==> config.mk <==
export PLATFORM = sky130hd
export DESIGN_NAME = key_deb_multi
export DESIGN_NICKNAME = d
export VERILOG_FILES = /design/src/rtl/key_deb_multi.sv
export SDC_FILE = /design/constraint.sdc
export NUM_CORES = 1
export LEC_CHECK = 0
export BUFFER_PORTS_ARGS = -buffer_cell sky130_fd_sc_hd__buf_4
export CAP_MARGIN = 20
export CORE_UTILIZATION = 57
export DETAILED_ROUTE_END_ITERATION = 8
export GPL_ROUTABILITY_DRIVEN = 0
export PLACE_DENSITY_LB_ADDON = 0.1
export SYNTH_ARGS = -nofsm -noshare
export SYNTH_HDL_FRONTEND = slang
export SYNTH_SLANG_ARGS = --single-unit
==> constraint.sdc <==
create_clock -name clk -period 2.3 [get_ports clk]
set_clock_uncertainty 0.15 [all_clocks]
set_input_delay 0.345 -clock clk [delete_from_list [all_inputs] [get_ports clk]]
set_output_delay 0.345 -clock clk [all_outputs]
set_load 0.005 [all_outputs]
==> src/rtl/key_deb_multi.sv <==
// key_deb_multi: multi-channel key debouncer and event generator.
// Each channel synchronises its raw key pin, debounces press and release
// symmetrically, and produces a stable level plus one-cycle press, release,
// long-press and (optional) auto-repeat pulses.
// Optional feature macro: KEY_DEB_REPEAT_EN enables the auto-repeat pulse
// generator. When it is undefined, repeat_pulse is tied to 0.
module key_deb_multi #(
  parameter int unsigned N_KEYS     = 4,
  parameter int unsigned ACTIVE_LOW = 1,
  parameter int unsigned DEB_CNT    = 1_000_000,
  parameter int unsigned LONG_CNT   = 50_000_000,
  parameter int unsigned REP_CNT    = 10_000_000
) (
  input  logic              clk,
  input  logic              rstn,
  input  logic [N_KEYS-1:0] key_in,
  output logic [N_KEYS-1:0] key_state,
  output logic [N_KEYS-1:0] press_pulse,
  output logic [N_KEYS-1:0] release_pulse,
  output logic [N_KEYS-1:0] long_pulse,
  output logic [N_KEYS-1:0] repeat_pulse
);

  localparam int unsigned MAX_DL  = (DEB_CNT > LONG_CNT) ? DEB_CNT : LONG_CNT;
  localparam int unsigned MAX_CNT = (MAX_DL > REP_CNT) ? MAX_DL : REP_CNT;
  localparam int unsigned CNT_W   = $clog2(MAX_CNT + 1);

  localparam logic [CNT_W-1:0] DEB_LAST  = CNT_W'(DEB_CNT - 1);
  localparam logic [CNT_W-1:0] LONG_LAST = CNT_W'(LONG_CNT - 1);
  localparam logic [CNT_W-1:0] LONG_SAT  = CNT_W'(LONG_CNT);
`ifdef KEY_DEB_REPEAT_EN
  localparam logic [CNT_W-1:0] REP_LAST  = CNT_W'(REP_CNT - 1);
`endif

  // Pin level of a released key; synchroniser resets to this.
  localparam logic INACT = (ACTIVE_LOW != 0);

  typedef enum logic [1:0] {
    S_IDLE        = 2'd0,
    S_PRESS_DEB   = 2'd1,
    S_HELD        = 2'd2,
    S_RELEASE_DEB = 2'd3
  } state_t;

  for (genvar g = 0; g < int'(N_KEYS); g++) begin : g_ch
    logic [1:0]       sync_q;
    logic             act;
    state_t           state;
    logic [CNT_W-1:0] deb_cnt;
    logic [CNT_W-1:0] hold_cnt;
    logic             state_q;
    logic             press_q;
    logic             release_q;
    logic             long_q;
    logic             repeat_q;
`ifdef KEY_DEB_REPEAT_EN
    logic [CNT_W-1:0] rep_cnt;
`endif

    // Two-flop synchroniser for the asynchronous key pin.
    always_ff @(posedge clk or negedge rstn) begin
      if (!rstn) begin
        sync_q <= {2{INACT}};
      end else begin
        sync_q <= {sync_q[0], key_in[g]};
      end
    end

    // Normalise polarity: act = 1 means the key is pressed.
    assign act = sync_q[1] ^ INACT;

    // Debounce FSM with hold/repeat counters and registered event outputs.
    always_ff @(posedge clk or negedge rstn) begin
      if (!rstn) begin
        state     <= S_IDLE;
        deb_cnt   <= '0;
        hold_cnt  <= '0;
        state_q   <= 1'b0;
        press_q   <= 1'b0;
        release_q <= 1'b0;
        long_q    <= 1'b0;
        repeat_q  <= 1'b0;
`ifdef KEY_DEB_REPEAT_EN
        rep_cnt   <= '0;
`endif
      end else begin
        press_q   <= 1'b0;
        release_q <= 1'b0;
        long_q    <= 1'b0;
        repeat_q  <= 1'b0;
        case (state)
          S_IDLE: begin
            deb_cnt <= '0;
            if (act) begin
              state <= S_PRESS_DEB;
            end
          end
          S_PRESS_DEB: begin
            if (!act) begin
              state   <= S_IDLE;
              deb_cnt <= '0;
            end else if (deb_cnt == DEB_LAST) begin
              state    <= S_HELD;
              state_q  <= 1'b1;
              press_q  <= 1'b1;
              hold_cnt <= '0;
`ifdef KEY_DEB_REPEAT_EN
              rep_cnt  <= '0;
`endif
            end else begin
              deb_cnt <= deb_cnt + CNT_W'(1);
            end
          end
          S_HELD: begin
            if (hold_cnt != LONG_SAT) begin
              hold_cnt <= hold_cnt + CNT_W'(1);
            end
            // Saturation guarantees this matches once per press.
            if (hold_cnt == LONG_LAST) begin
              long_q <= 1'b1;
            end
`ifdef KEY_DEB_REPEAT_EN
            // Repeat phase starts only after the long pulse has fired.
            if (hold_cnt == LONG_SAT) begin
              if (rep_cnt == REP_LAST) begin
                rep_cnt  <= '0;
                repeat_q <= 1'b1;
              end else begin
                rep_cnt <= rep_cnt + CNT_W'(1);
              end
            end
`endif
            if (!act) begin
              state   <= S_RELEASE_DEB;
              deb_cnt <= '0;
            end
          end
          S_RELEASE_DEB: begin
            // Glitch back to active: resume the hold without re-reporting.
            if (act) begin
              state <= S_HELD;
            end else if (deb_cnt == DEB_LAST) begin
              state     <= S_IDLE;
              state_q   <= 1'b0;
              release_q <= 1'b1;
            end else begin
              deb_cnt <= deb_cnt + CNT_W'(1);
            end
          end
          default: begin
            state   <= S_IDLE;
            deb_cnt <= '0;
          end
        endcase
      end
    end

    assign key_state[g]     = state_q;
    assign press_pulse[g]   = press_q;
    assign release_pulse[g] = release_q;
    assign long_pulse[g]    = long_q;
`ifdef KEY_DEB_REPEAT_EN
    assign repeat_pulse[g]  = repeat_q;
`else
    assign repeat_pulse[g]  = 1'b0;
`endif
  end

endmodule

* Yosys cells after proc, flatten, opt, wreduce, memory -nomap -nowiden
Index checks and enable logic that the tools add are counted.
** Word-level totals
- Flip-flop bits (word level) :: 240
- Input bits :: 6
- Output and inout port bits :: 20
** Operators by class
- $add $sub $neg :: 8
- Equality and inequality tests :: 60
- Muxes and demuxes :: 112
- Reduce and logical (&&, ||, !) cells :: 28
** Operator list (number)
- 26-bit 2-to-1 mux :: 28
- 26-bit case mux with 4 select lines :: 4
- 26-bit by 1-bit adder with 26-bit output (second input constant) :: 8
- 26-bit case mux with 2 select lines :: 4
- 26-bit by 20-bit == test with 1-bit output (second input constant) :: 4
- 26-bit == test (second input constant) :: 4
- 26-bit inequality test (second input constant) :: 4
- 2-bit inequality test (second input constant) :: 28
- 2-bit 2-to-1 mux :: 24
- 1-bit 2-to-1 mux :: 44
- 2-bit case mux with 4 select lines :: 4
- 4-bit AND reduction :: 8
- 3-bit inequality test (second input constant) :: 8
- 5-bit AND reduction :: 4
- 2-bit == test (second input constant) :: 8
- 2-bit nonzero test :: 8
- 2-bit by 1-bit == test with 1-bit output (second input constant) :: 4
- 2-bit zero test :: 4
- 1-bit case mux with 2 select lines :: 4
- 2-bit AND reduction :: 4

* Logic depth before layout (Yosys ltp)
Gate-level depths: netlist of the first run.
- Word-level depth :: 4
- Gate-level depth with buffers :: 8

* Worst setup path after synthesis of the first run
No wires, ideal clock.
- Path type :: reg-to-reg
- Start :: register g_ch[0].hold_cnt[0]
- End :: register g_ch[0].hold_cnt[8]
- Arrival time :: 2.082 ns
- Setup slack :: -0.052 ns
- Cell stages (with the launch flop) :: 9
- Clock period less this slack :: 2.352 ns
- Cell sequence :: dfrtp_1 > inv_1 > ha_1 > or4b_1 > or4_4 > o31ai_4 > buf_6 > nor2_1 > a31o_1
** Between the ends
- Longest elaborated chain between the ends :: 3
- Elaborated cells between the ends (all ways) :: 6
- Classes of those cells :: 1 x add/sub; 2 x eq/ne; 2 x mux; 1 x reduce/logical
** RTL lines
- from (decl) :: RTL line 50 : logic [CNT_W-1:0] hold_cnt;
- from (signal assigned) :: RTL line 116 : hold_cnt <= hold_cnt + CNT_W'(1);
- 26-bit by 1-bit adder with 26-bit output or 26-bit inequality test (tied branches) :: RTL line 116, 115
- 26-bit 2-to-1 mux or 2-bit inequality test (tied branches)
- 26-bit case mux with 2 select lines or 4-bit AND reduction (tied branches)
Parallel ways exist; a longest one is shown, timed or not. The select of a mux whose other input is x is not followed.
A chain may end at the register's enable or synchronous reset.

* Worst setup path after layout of the first run
- Start :: register g_ch[0].hold_cnt[1]
- End :: register g_ch[0].hold_cnt[8]
Same word-level chain as after synthesis.

==> results of run 1 <==
## worst min path at each step
| stage | slack [ns] | cells past startpoint | startpoint | endpoint |
|---|---|---|---|---|
| floorplan | -0.10 | 0 | rstn | asynchronous set/reset pin |
| global placement | 0.18 | 1 | rstn | g_ch[2].deb_cnt[7]$_DFFE_PN0P_ |
| detailed placement | 0.18 | 1 | rstn | g_ch[2].deb_cnt[7]$_DFFE_PN0P_ |
| CTS | 0.21 | 0 | g_ch[1].sync_q[0]$_DFF_PN1_ | g_ch[1].sync_q[1]$_DFF_PN1_ |
| global route | 0.21 | 0 | g_ch[3].sync_q[0]$_DFF_PN1_ | g_ch[3].sync_q[1]$_DFF_PN1_ |
| finish | 0.20 | 2 | rstn | g_ch[2].deb_cnt[10]$_DFFE_PN0P_ |
## sequential cells by signal, summed over array words and instances, names as in the netlist, named ones only
signal          cells
g_ch.release_q      4
g_ch.deb_cnt      104
g_ch.state_q        4
g_ch.sync_q         8
g_ch.state          4
g_ch.long_q         4
g_ch.press_q        4
g_ch.hold_cnt     104
## stage by stage
step	total power, W	area [um^2]	hold slack, ns	TNS [ns]	cells
6_report	0.00903	15100	0.203	-0.0368	1780
5_1_grt	0.00934	15100	0.208	-0.559	1780
4_1_cts	0.00914	15000	0.207	-0.0449	1775
3_5_place_dp	0.00456	14000	0.182	-0.0467	1722
3_3_place_gp	0.00455	14000	0.179	0	1722
2_1_floorplan	0.00441	12900	-0.101	-0.0520	1368
## repair_timing
item                                    4_1_cts  5_1_grt
endpoints found under the hold margin        60        0
buffers inserted                              0        5
gates resized for setup                       0       15
hold buffers                                  5        0
pin swaps                                     1        7
endpoints found under the setup margin        7       81
## cells by family (layout without fill, tap and decap cells)
family | Yosys count | in the layout | synth area share
buf+inv | 97 | 229 | 0.0380
flops | 240 | 240 | 0.467
other cells | 1 | 4 | 0.000291
fa+ha+maj | 12 | 12 | 0.0116
compound gates | 183 | 183 | 0.0934
xor+xnor | 115 | 115 | 0.0781
mux | 13 | 13 | 0.0106
simple gates | 704 | 704 | 0.301
## area by class of cell
class	count	area (um^2)	share of cell area
clock buffer	37	763	0.0505
sequential	240	6020	0.398
inverter	36	135	0.00895
multi-input combinational	1031	6450	0.427
timing repair buffer	145	1200	0.0794
tap	280	350	0.0232
clock inverter	11	188	0.0124
## routing by layer
metal	vias to the layer above	GRT usage
met5	-	0
met4	0	0.0554
met3	30	0.0276
met2	151	0.393
met1	5028	0.343
li1	5175	-
## Yosys cell counts, types with 7 or more instances
| cell | number |
|---|---|
| or4_1 | 37 |
| inv_1 | 35 |
| o21ai_0 | 36 |
| clkbuf_1 | 23 |
| xor2_1 | 73 |
| buf_4 | 22 |
| nor4b_1 | 9 |
| dfrtp_1 | 232 |
| dfstp_2 | 8 |
| and4_1 | 16 |
| ha_1 | 12 |
| and3_1 | 29 |
| or3_1 | 35 |
| buf_2 | 13 |
| o31ai_1 | 23 |
| nor4_1 | 32 |
| nor3_2 | 7 |
| a21oi_1 | 57 |
| mux2i_1 | 11 |
| nand4_1 | 60 |
| nor2_1 | 166 |
| xnor2_1 | 42 |
| nor3_1 | 28 |
| nand2b_1 | 11 |
| nand3_1 | 91 |
| nor2b_1 | 7 |
| and2_1 | 16 |
| o211ai_1 | 14 |
| nand2_1 | 113 |
## report_power, final
| group | switching [W] | internal, W |
|---|---|---|
| clock network | 0.00168 | 0.00287 |
| logic | 0.000149 | 0.0000639 |
| registers | 0.0000219 | 0.00425 |
==> results.md, run 1 <==
- Critical path fanouts, max: 4
- CP Depth: 8
- HPWL after detailed placement: 18.4 mm
- Net total in the final layout: between 1k and 1.5k
- Initial drt markers: around 490
- Die area: about 23000 um^2
- Die Y: ~150 um
- CORE AREA: ~22000 um^2
- CTS tree: yes
- Pwr per Cell Area: ~600 nW/um^2
- Clk sinks: 240
- Worst reg2reg path endpoint: g_ch[0].hold_cnt[8]$_DFFE_PN0P_
- Drt first pass iters: 7
- Worst vdd ir: 0.000566 V
- Die width: approximately 150 um
- Final worst-path cycle share: 1.02
- Final number of hold-violating endpoints: 0
- Failing checks: design-rule violations, negative setup slack
- Status: complete, but fails checks
- CP Class: flop to flop
- Slowest cell on the critical path: or4_4
- First-pass GRT wire length: approximately 47 mm
- Critical path's top delay family: simple AND/OR/NAND/NOR gates
- Slew Viols, Final: 0
- Fill cells: approximately 1.7k
- Synth top area share: 0.450
- Slew headroom: 0.658
- Root buffer cell: clkbuf_16
- DR vias/cell: roughly 5.8
- Drt wl/cell: 15.1 um
- Most common flop cell mapped by yosys: dfrtp_1
- Most frequent cells in the layout: 232 x dfrtp_1, 166 x nor2_1, 131 x buf_4
- CP startpoint: g_ch[0].hold_cnt[1]$_DFFE_PN0P_
- Min Tclk post-route: between 2 and 2.5 ns
- Clock Pin Slew Worst Setup and Hold Paths: approximately 0.06 ns
- Share of flip-flops with an asynchronous set or reset: 1.00
- Routed Antenna Nets: 0
- RSZ-0062 raised after global routing: true
- CP endpoint: g_ch[0].hold_cnt[8]$_DFFE_PN0P_
- Routed via count: ~10k
- Grt ovf: 0
- Yosys warnings: 0
- Largest net degree at the start of global routing: 64
- Initial Utilization: 0.585
- DR WL met3: 796 um
- Cell area after synthesis: between 10000 and 15000 um^2
- Syn Inst Count: roughly 1.4k
- Post-Route M1 WL: ~13 mm
- Vias in the first global route: 9978
- Final setup viols: 1
- # rows: 54
- DRC viols: 1
- Reg2reg start: g_ch[0].hold_cnt[1]$_DFFE_PN0P_
- Peak Freq: approximately 430 MHz
- CP Cell Sequence: inv_2, ha_1, or4b_1, or4_4, o31ai_4, buf_4, nor2_1, a31o_1
- Nature of the critical path endpoint: flop
- Metal2 WL: between 10 and 15 mm
- Leakage power: 6.42 nW
- Hold Path Class: input pin to asynchronous set/reset pin
- CP max stage delay: 0.47 ns
- Initial antenna violation count: 0
- Cell taking the most area after synthesis: dfrtp_1
- # port buffers: 21
- #FFs+latches synth: 240
- Commonest non-fill, non-tap cell in the layout: dfrtp_1
- Post-synth EDFFs: 0
- Syn Area/Cell: about 9.4 um^2
- Clk_lat worst skew: about 0.53 ns
- GR Util All Layers: 0.240
- Sequential fraction of the synthesis area: 0.467
- CTS H-tree lvls: 1
- Startpoint Class: flop
- Worst-Margin Slew: between 0.5 and 0.6 ns
- FF-to-FF setup slack: -0.04 ns
- Synth unique cells: 80
- Worst Path Arrival: 2.60 ns
- Clk buf depth: 3
- Maxcap violations: 0
- # diodes: 0
- P&R area growth vs syn: 17.2%
- IO Count: 26
- CTS Buf Count: 26
- Area contributors post-synth: dfrtp_1 45%, xor2_1 5.0%, nor2_1 4.8%, nand3_1 3.5%, nand2_1 3.3%
- Post-Place Setup Slack: -0.0103 ns
- FF-to-FF path depth: 8
- Proportion of layout cells with a drive suffix above 1: 0.164
- Crit path buffers/inverters: 2
- Core Util, Final: 0.686
- Setup ws final: -0.0368 ns
- Data required, critical path: around 2.6 ns
- DR top layer: met4
- Total Routed Length: between 20 and 30 mm
Note: power is estimated with default switching activity, not from simulation.
==> run 2, diff against run 1 <==
--- a/config.mk
+++ b/config.mk
@@ -10,6 +10,7 @@
 export CORE_UTILIZATION = 57
 export DETAILED_ROUTE_END_ITERATION = 8
 export GPL_ROUTABILITY_DRIVEN = 0
+export GPL_TIMING_DRIVEN = 0
 export PLACE_DENSITY_LB_ADDON = 0.1
 export SYNTH_ARGS = -nofsm -noshare
 export SYNTH_HDL_FRONTEND = slang
==> run 2 against run 1 <==
The flow still finishes with violations (design-rule violations, negative setup slack). Setup slack worse by 0.077 ns. First-iteration DRC count up 5.5%. Sequential power barely moved. Cell count increased by 0.45%. Non-clock buffer count is 7 higher. Sequential share of layout area decreased by 1.1 points. Maximum frequency down 3.2%. Count of clock-buffer cells in the layout increased by 2. Sequential cell count is the same. Register-to-register slack got worse by 0.08 ns. Critical path type unchanged. Largest cell class unchanged.
==> results.md, run 2 (synthesized netlist as in run 1, its figures left out) <==
- Status: complete, but fails checks
- Failing checks: design-rule violations, negative setup slack
- Grt ovf: 0
- CP max stage delay: between 0.4 and 0.5 ns
- GR Util All Layers: 0.240
- Internal cell power: 0.00693 W
- Placed Cells: about 1.7k
- Routed via count: 10.6k
- Worst-Margin Slew: around 0.64 ns
- Top flop regs: g_ch.deb_cnt x104, g_ch.hold_cnt x104, g_ch.sync_q x8
- Die width: between 150 and 200 um
- Metal2 WL: 13.8 mm
- Initial drt markers: between 500 and 600
- Clk_lat worst skew: around 0.53 ns
- DR WL met3: ~1.1 mm
- CP Class: flop to flop
- DRC viols: 1
- Die area: approximately 23000 um^2
- Maxcap violations: 0
- CTS Buf Count: 27
- Crit path buffers/inverters: 2
- CORE AREA: 22000 um^2
- Initial Utilization: 0.585
- CP Cell Sequence: inv_2, ha_1, or4b_4, or4_4, o31ai_4, buf_6, nor2_1, a31o_1
- FF-to-FF path depth: 8
- Clock power share: 0.492
- Clock Pin Slew Worst Setup and Hold Paths: 0.06 ns
- Post-Layout Cell Count: around 1.8k
- Drt first pass iters: 7
- Fraction of power spent switching nets: 0.213
- First-pass GRT wire length: 47.4 mm
- Min Tclk post-route: between 2 and 2.5 ns
- CTS tree: yes
- Peak Freq: between 400 and 500 MHz
- Die Y: 152 um
- Commonest non-fill, non-tap cell in the layout: dfrtp_1
- DR top layer: met4
- Reg2reg start: g_ch[0].hold_cnt[0]$_DFFE_PN0P_
- Setup ws final: -0.114 ns
- Psw: roughly 0.0019 W
- Proportion of layout cells with a drive suffix above 1: 0.210
- IO Count: 26
- Drt wl/cell: around 16 um
- Nature of the critical path endpoint: flop
- P&R area growth vs syn: 20.5%
- Critical path's top delay family: simple AND/OR/NAND/NOR gates
- Net total in the final layout: between 1.5k and 2k
- HPWL after detailed placement: 17.7 mm
- Leakage power: around 6.6 nW
- RSZ-0062 raised after global routing: true
- # diodes: 0
- Largest net degree at the start of global routing: between 100 and 150
- Root buffer cell: clkbuf_16
- Slew headroom: 0.572
- Vias in the first global route: slightly above 10k
- Hold wc startpoint: g_ch[3].sync_q[0]$_DFF_PN1_
- Startpoint Class: flop
- Worst reg2reg path endpoint: g_ch[0].hold_cnt[8]$_DFFE_PN0P_
- Worst vdd ir: between 0.0005 and 0.0006 V
- Clk buf depth: 3
- Clk sinks: 240
- Worst Path Arrival: 2.68 ns
- Pwr per Cell Area: 567 nW/um^2
- CTS H-tree lvls: 1
- DR vias/cell: 5.92
- Fill cells: about 1.7k
- Hold Path Class: flop to flop
- Final number of hold-violating endpoints: 0
- Final setup viols: slightly below 50
- Slowest cell on the critical path: or4_4
- Sequential power share: 0.485
- Hold Path End: g_ch[3].sync_q[1]$_DFF_PN1_
- Setup TNS: -2.96 ns
- # rows: between 50 and 60
- Total Routed Length: 28.4 mm
- Logic pwr share: 0.023
- Initial antenna violation count: 0
- Slew Viols, Final: 0
- Most frequent cells in the layout: 228 x dfrtp_1, 143 x nor2_1, 110 x nand2_1
- Final worst-path cycle share: 1.05
- Post-Route M1 WL: between 10 and 15 mm
- Critical path fanouts, max: 5
- Data required, critical path: between 2 and 3 ns
- FF-to-FF setup slack: -0.11 ns
- Routed Antenna Nets: 0
- Hold path cells: 0
- # port buffers: 21
-- run 2: cell types whose count changed in the layout (fill, tap and decap cells not counted), sizes merged --
| cell | delta |
|---|---|
| buf | -16 |
| bufinv | -3 |
| clkbuf | +25 |
| clkinvlp | +1 |
| clkinv | +1 |
-- run 2: layout make-up --
type,count,area (um^2),share of cell area
flip-flops and latches,240,6020,0.388
repair buffers,95,837,0.0539
inverters,36,135,0.00870
multi-input cells,1031,6890,0.444
well taps,280,350,0.0226
clock buffers,39,801,0.0516
clock inverters,10,110,0.00709
plain buffers,57,389,0.0251
-- run 2: worst max path at each step --
stage / from / endpoint / slack [ns] / cells after the start
after floorplan: g_ch[0].hold_cnt[0]$_DFFE_PN0P_ / g_ch[0].hold_cnt[8]$_DFFE_PN0P_ / -0.05 / 8
after global placement: rstn / g_ch[3].deb_cnt[16]$_DFFE_PN0P_ / -1.16 / 1
after detailed placement: g_ch[3].sync_q[1]$_DFF_PN1_ / g_ch[3].deb_cnt[6]$_DFFE_PN0P_ / -0.34 / 6
after CTS: g_ch[0].hold_cnt[0]$_DFFE_PN0P_ / g_ch[0].hold_cnt[8]$_DFFE_PN0P_ / -0.15 / 8
after global routing: g_ch[0].hold_cnt[0]$_DFFE_PN0P_ / g_ch[0].hold_cnt[8]$_DFFE_PN0P_ / -0.20 / 8
final: g_ch[0].hold_cnt[0]$_DFFE_PN0P_ / g_ch[0].hold_cnt[8]$_DFFE_PN0P_ / -0.11 / 8
-- run 2: what timing repair did --
item	in CTS	in global routing
endpoints found under the setup margin	149	183
gates cloned	4	1
setup buffers	39	23
pin swaps	27	44
hold buffers	5	0
resized for setup	54	101
endpoints found under the hold margin	119	0
-- run 2: worst reg2reg max path, stage by stage, from the launching register on --
cell and delay [ns]:
dfrtp_1 0.40, inv_2 0.06, ha_1 0.13, or4b_4 0.45
or4_4 0.46, o31ai_4 0.27, buf_6 0.17, nor2_1 0.04
a31o_1 0.19
-- run 2: metal layers --
metal  GRT usage  up-vias
li1            -     5163
met1       0.329     5183
met2       0.408      192
met3      0.0327       39
met4      0.0525        0
met5           0        -
-- run 2: metrics by stage --
step | utilization | setup slack, ns | instance area [um^2] | total power, W | hold WS [ns]
global placement | 0.609 | -1.16 | 13400 | 0.00452 | 0.196
floorplan | - | -0.0520 | 12900 | 0.00441 | -0.101
finish | 0.705 | -0.114 | 15500 | 0.00881 | 0.205
global route | 0.705 | -0.201 | 15500 | 0.00912 | 0.208
CTS | 0.680 | -0.152 | 15000 | 0.00891 | 0.207
detailed placement | 0.612 | -0.341 | 13500 | 0.00454 | 0.198
-- run 2: power by group through the flow --
stage | Clock (W) | Sequential (W) | Combinational [W]
after detailed placement | 0 | 0.00434 | 0.000200
after CTS | 0.00444 | 0.00427 | 0.000205
final | 0.00434 | 0.00427 | 0.000204
after global routing | 0.00462 | 0.00427 | 0.000236
after floorplan | 0 | 0.00434 | 0.0000730
after global placement | 0 | 0.00434 | 0.000184
==> run 3, diff against run 2 <==
--- a/config.mk
+++ b/config.mk
@@ -12,6 +12,7 @@
 export GPL_ROUTABILITY_DRIVEN = 0
 export GPL_TIMING_DRIVEN = 0
 export PLACE_DENSITY_LB_ADDON = 0.1
+export RECOVER_POWER = 100
 export SYNTH_ARGS = -nofsm -noshare
 export SYNTH_HDL_FRONTEND = slang
 export SYNTH_SLANG_ARGS = --single-unit
==> run 3 against run 2 <==
The flow still finishes with violations (design-rule violations, negative setup slack). Cell count stayed put. Hold slack hardly changed. Global-route usage unchanged. First-iteration DRC count up 15%. Setup slack got worse by 0.0084 ns. Cell area fell by 0.88%. Register-to-register slack barely moved. Die area unchanged. Clock power is essentially flat. Critical path type unchanged. Largest cell class unchanged.
==> results.md, run 3 (synthesized netlist as in run 1, its figures left out) <==
- Failing checks: design-rule violations, negative setup slack
- DR vias/cell: between 5 and 6
- # port buffers: 21
- Most frequent cells in the layout: 228 x dfrtp_1, 143 x nor2_1, 111 x nand2_1
- Fill cells: 1713
- Status: complete, but fails checks
- DRC viols: 1
- Drt first pass iters: 7
- CTS tree: yes
- Clock Pin Slew Worst Setup and Hold Paths: around 0.06 ns
- Final worst-path cycle share: 1.05
- Slew headroom: 0.358
- RSZ-0062 raised after global routing: true
- Drt wl/cell: about 16 um
- Sequential power share: 0.485
- HPWL after detailed placement: 17.7 mm
- Internal cell power: 0.00693 W
- Commonest non-fill, non-tap cell in the layout: dfrtp_1
- CORE AREA: about 22000 um^2
- Worst reg2reg path endpoint: g_ch[3].deb_cnt[3]$_DFFE_PN0P_
- Initial antenna violation count: 0
- Root buffer cell: clkbuf_16
- Clk buf depth: 3
- Top flop regs: g_ch.deb_cnt x104, g_ch.hold_cnt x104, g_ch.sync_q x8
- Fraction of power spent switching nets: 0.213
- Grt ovf: 0
- First-pass GRT wire length: 47.4 mm
- Peak Freq: 413 MHz
- Initial Utilization: 0.585
- Die area: 23200 um^2
- Hold wc startpoint: g_ch[3].sync_q[0]$_DFF_PN1_
- Maxcap violations: 0
- CP endpoint: g_ch[3].deb_cnt[3]$_DFFE_PN0P_
- Total power: approximately 0.0088 W
- CTS Buf Count: 27
- Logic pwr share: 0.022
- Routed via count: 10.6k
- FF-to-FF path depth: 7
- Initial drt markers: roughly 590
- Leakage power: around 6.5 nW
- Clk sinks: 240
- FF-to-FF setup slack: -0.12 ns
- Worst vdd ir: 0.000588 V
- Pwr per Cell Area: approximately 570 nW/um^2
- Clock power share: 0.493
- IO Count: 26
- Critical path fanouts, max: 6
- GR Util All Layers: 0.240
- Worst Path Arrival: approximately 2.7 ns
- Total Routed Length: around 28 mm
- Slowest cell on the critical path: or4_4
- Net total in the final layout: approximately 1.5k
- Startpoint Class: flop
- Min Tclk post-route: ~2.4 ns
- Setup TNS: -3.38 ns
- P&R area growth vs syn: 19.5%
- Psw: 0.00187 W
- Hold Path Class: flop to flop
- CTS H-tree lvls: 1
- Final setup viols: 51
- Nature of the critical path endpoint: flop
- CP max stage delay: around 0.54 ns
- Reg2reg start: g_ch[3].deb_cnt[6]$_DFFE_PN0P_
- Proportion of layout cells with a drive suffix above 1: 0.198
- Die Y: around 150 um
- Data required, critical path: approximately 2.6 ns
- # diodes: 0
- # rows: 54
- Final number of hold-violating endpoints: 0
- Largest net degree at the start of global routing: roughly 120
- CP Class: flop to flop
- CP Cell Sequence: or4_4, or2_1, o31ai_4, buf_6, buf_8, o211ai_1, nand2_1
- Setup ws final: -0.122 ns
- Worst-Margin Slew: roughly 0.96 ns
- Vias in the first global route: 10.1k
- Slew Viols, Final: 0
- Clk_lat worst skew: about 0.53 ns
- CP startpoint: g_ch[3].deb_cnt[6]$_DFFE_PN0P_
- Die width: approximately 150 um
- Routed Antenna Nets: 0
[run 3: worst min-delay path by stage]
| stage | end | cells after the start | slack [ns] |
|---|---|---|---|
| 2_1_floorplan | asynchronous set/reset pin | 0 | -0.10 |
| 3_3_place_gp | g_ch[3].sync_q[1]$_DFF_PN1_ | 0 | 0.20 |
| 3_5_place_dp | g_ch[2].sync_q[1]$_DFF_PN1_ | 0 | 0.20 |
| 4_1_cts | g_ch[1].sync_q[1]$_DFF_PN1_ | 0 | 0.21 |
| 5_1_grt | g_ch[3].sync_q[1]$_DFF_PN1_ | 0 | 0.21 |
| 6_report | g_ch[3].sync_q[1]$_DFF_PN1_ | 0 | 0.21 |
[run 3: final cells by class]
class                      instances  area [um^2]  share of cell area
clock inverter                    10          110             0.00715
sequential                       240         6020               0.391
timing repair buffer              95          791              0.0514
multi-input combinational       1031         6810               0.442
inverter                          36          135             0.00878
buffer                            57          383              0.0249
tap                              280          350              0.0228
clock buffer                      39          801              0.0520
[run 3: power by group through the flow]
stage	Combinational [W]	Clock, W	Sequential (W)
2_1_floorplan	0.0000730	0	0.00434
3_3_place_gp	0.000184	0	0.00434
3_5_place_dp	0.000200	0	0.00434
4_1_cts	0.000205	0.00444	0.00427
5_1_grt	0.000227	0.00462	0.00427
6_report	0.000196	0.00434	0.00427
[run 3: layer usage]
metal  up-vias  share of wire  GRT usage
met5         -              0          0
met4         0          0.016     0.0525
met3        35          0.038     0.0327
met2       194           0.48      0.408
met1      5190           0.46      0.329
li1       5166              -          -
[run 3: worst max-delay path: cells and delay by family, from the launching register on]
kind / cells / cell delay (ns)
compound gates: 2 / 0.50
buf+inv: 2 / 0.37
flops: 1 / 0.43
simple gates: 3 / 0.90
[run 3: what timing repair did]
action	4_1_cts	5_1_grt
setup buffers	39	23
setup endpoints to repair	149	183
gates cloned	4	1
hold buffers	5	0
hold endpoints to repair	119	0
resized for setup	54	101
pin swaps	27	44
[run 3: stage by stage]
stage	cells	hold WS [ns]	area [um^2]	setup slack (ns)	util
finish	1788	0.205	15400	-0.122	0.699
CTS	1766	0.207	15000	-0.152	0.680
floorplan	1368	-0.101	12900	-0.0520	-
detailed placement	1672	0.198	13500	-0.341	0.612
global placement	1669	0.196	13400	-1.16	0.609
global route	1788	0.209	15400	-0.201	0.699
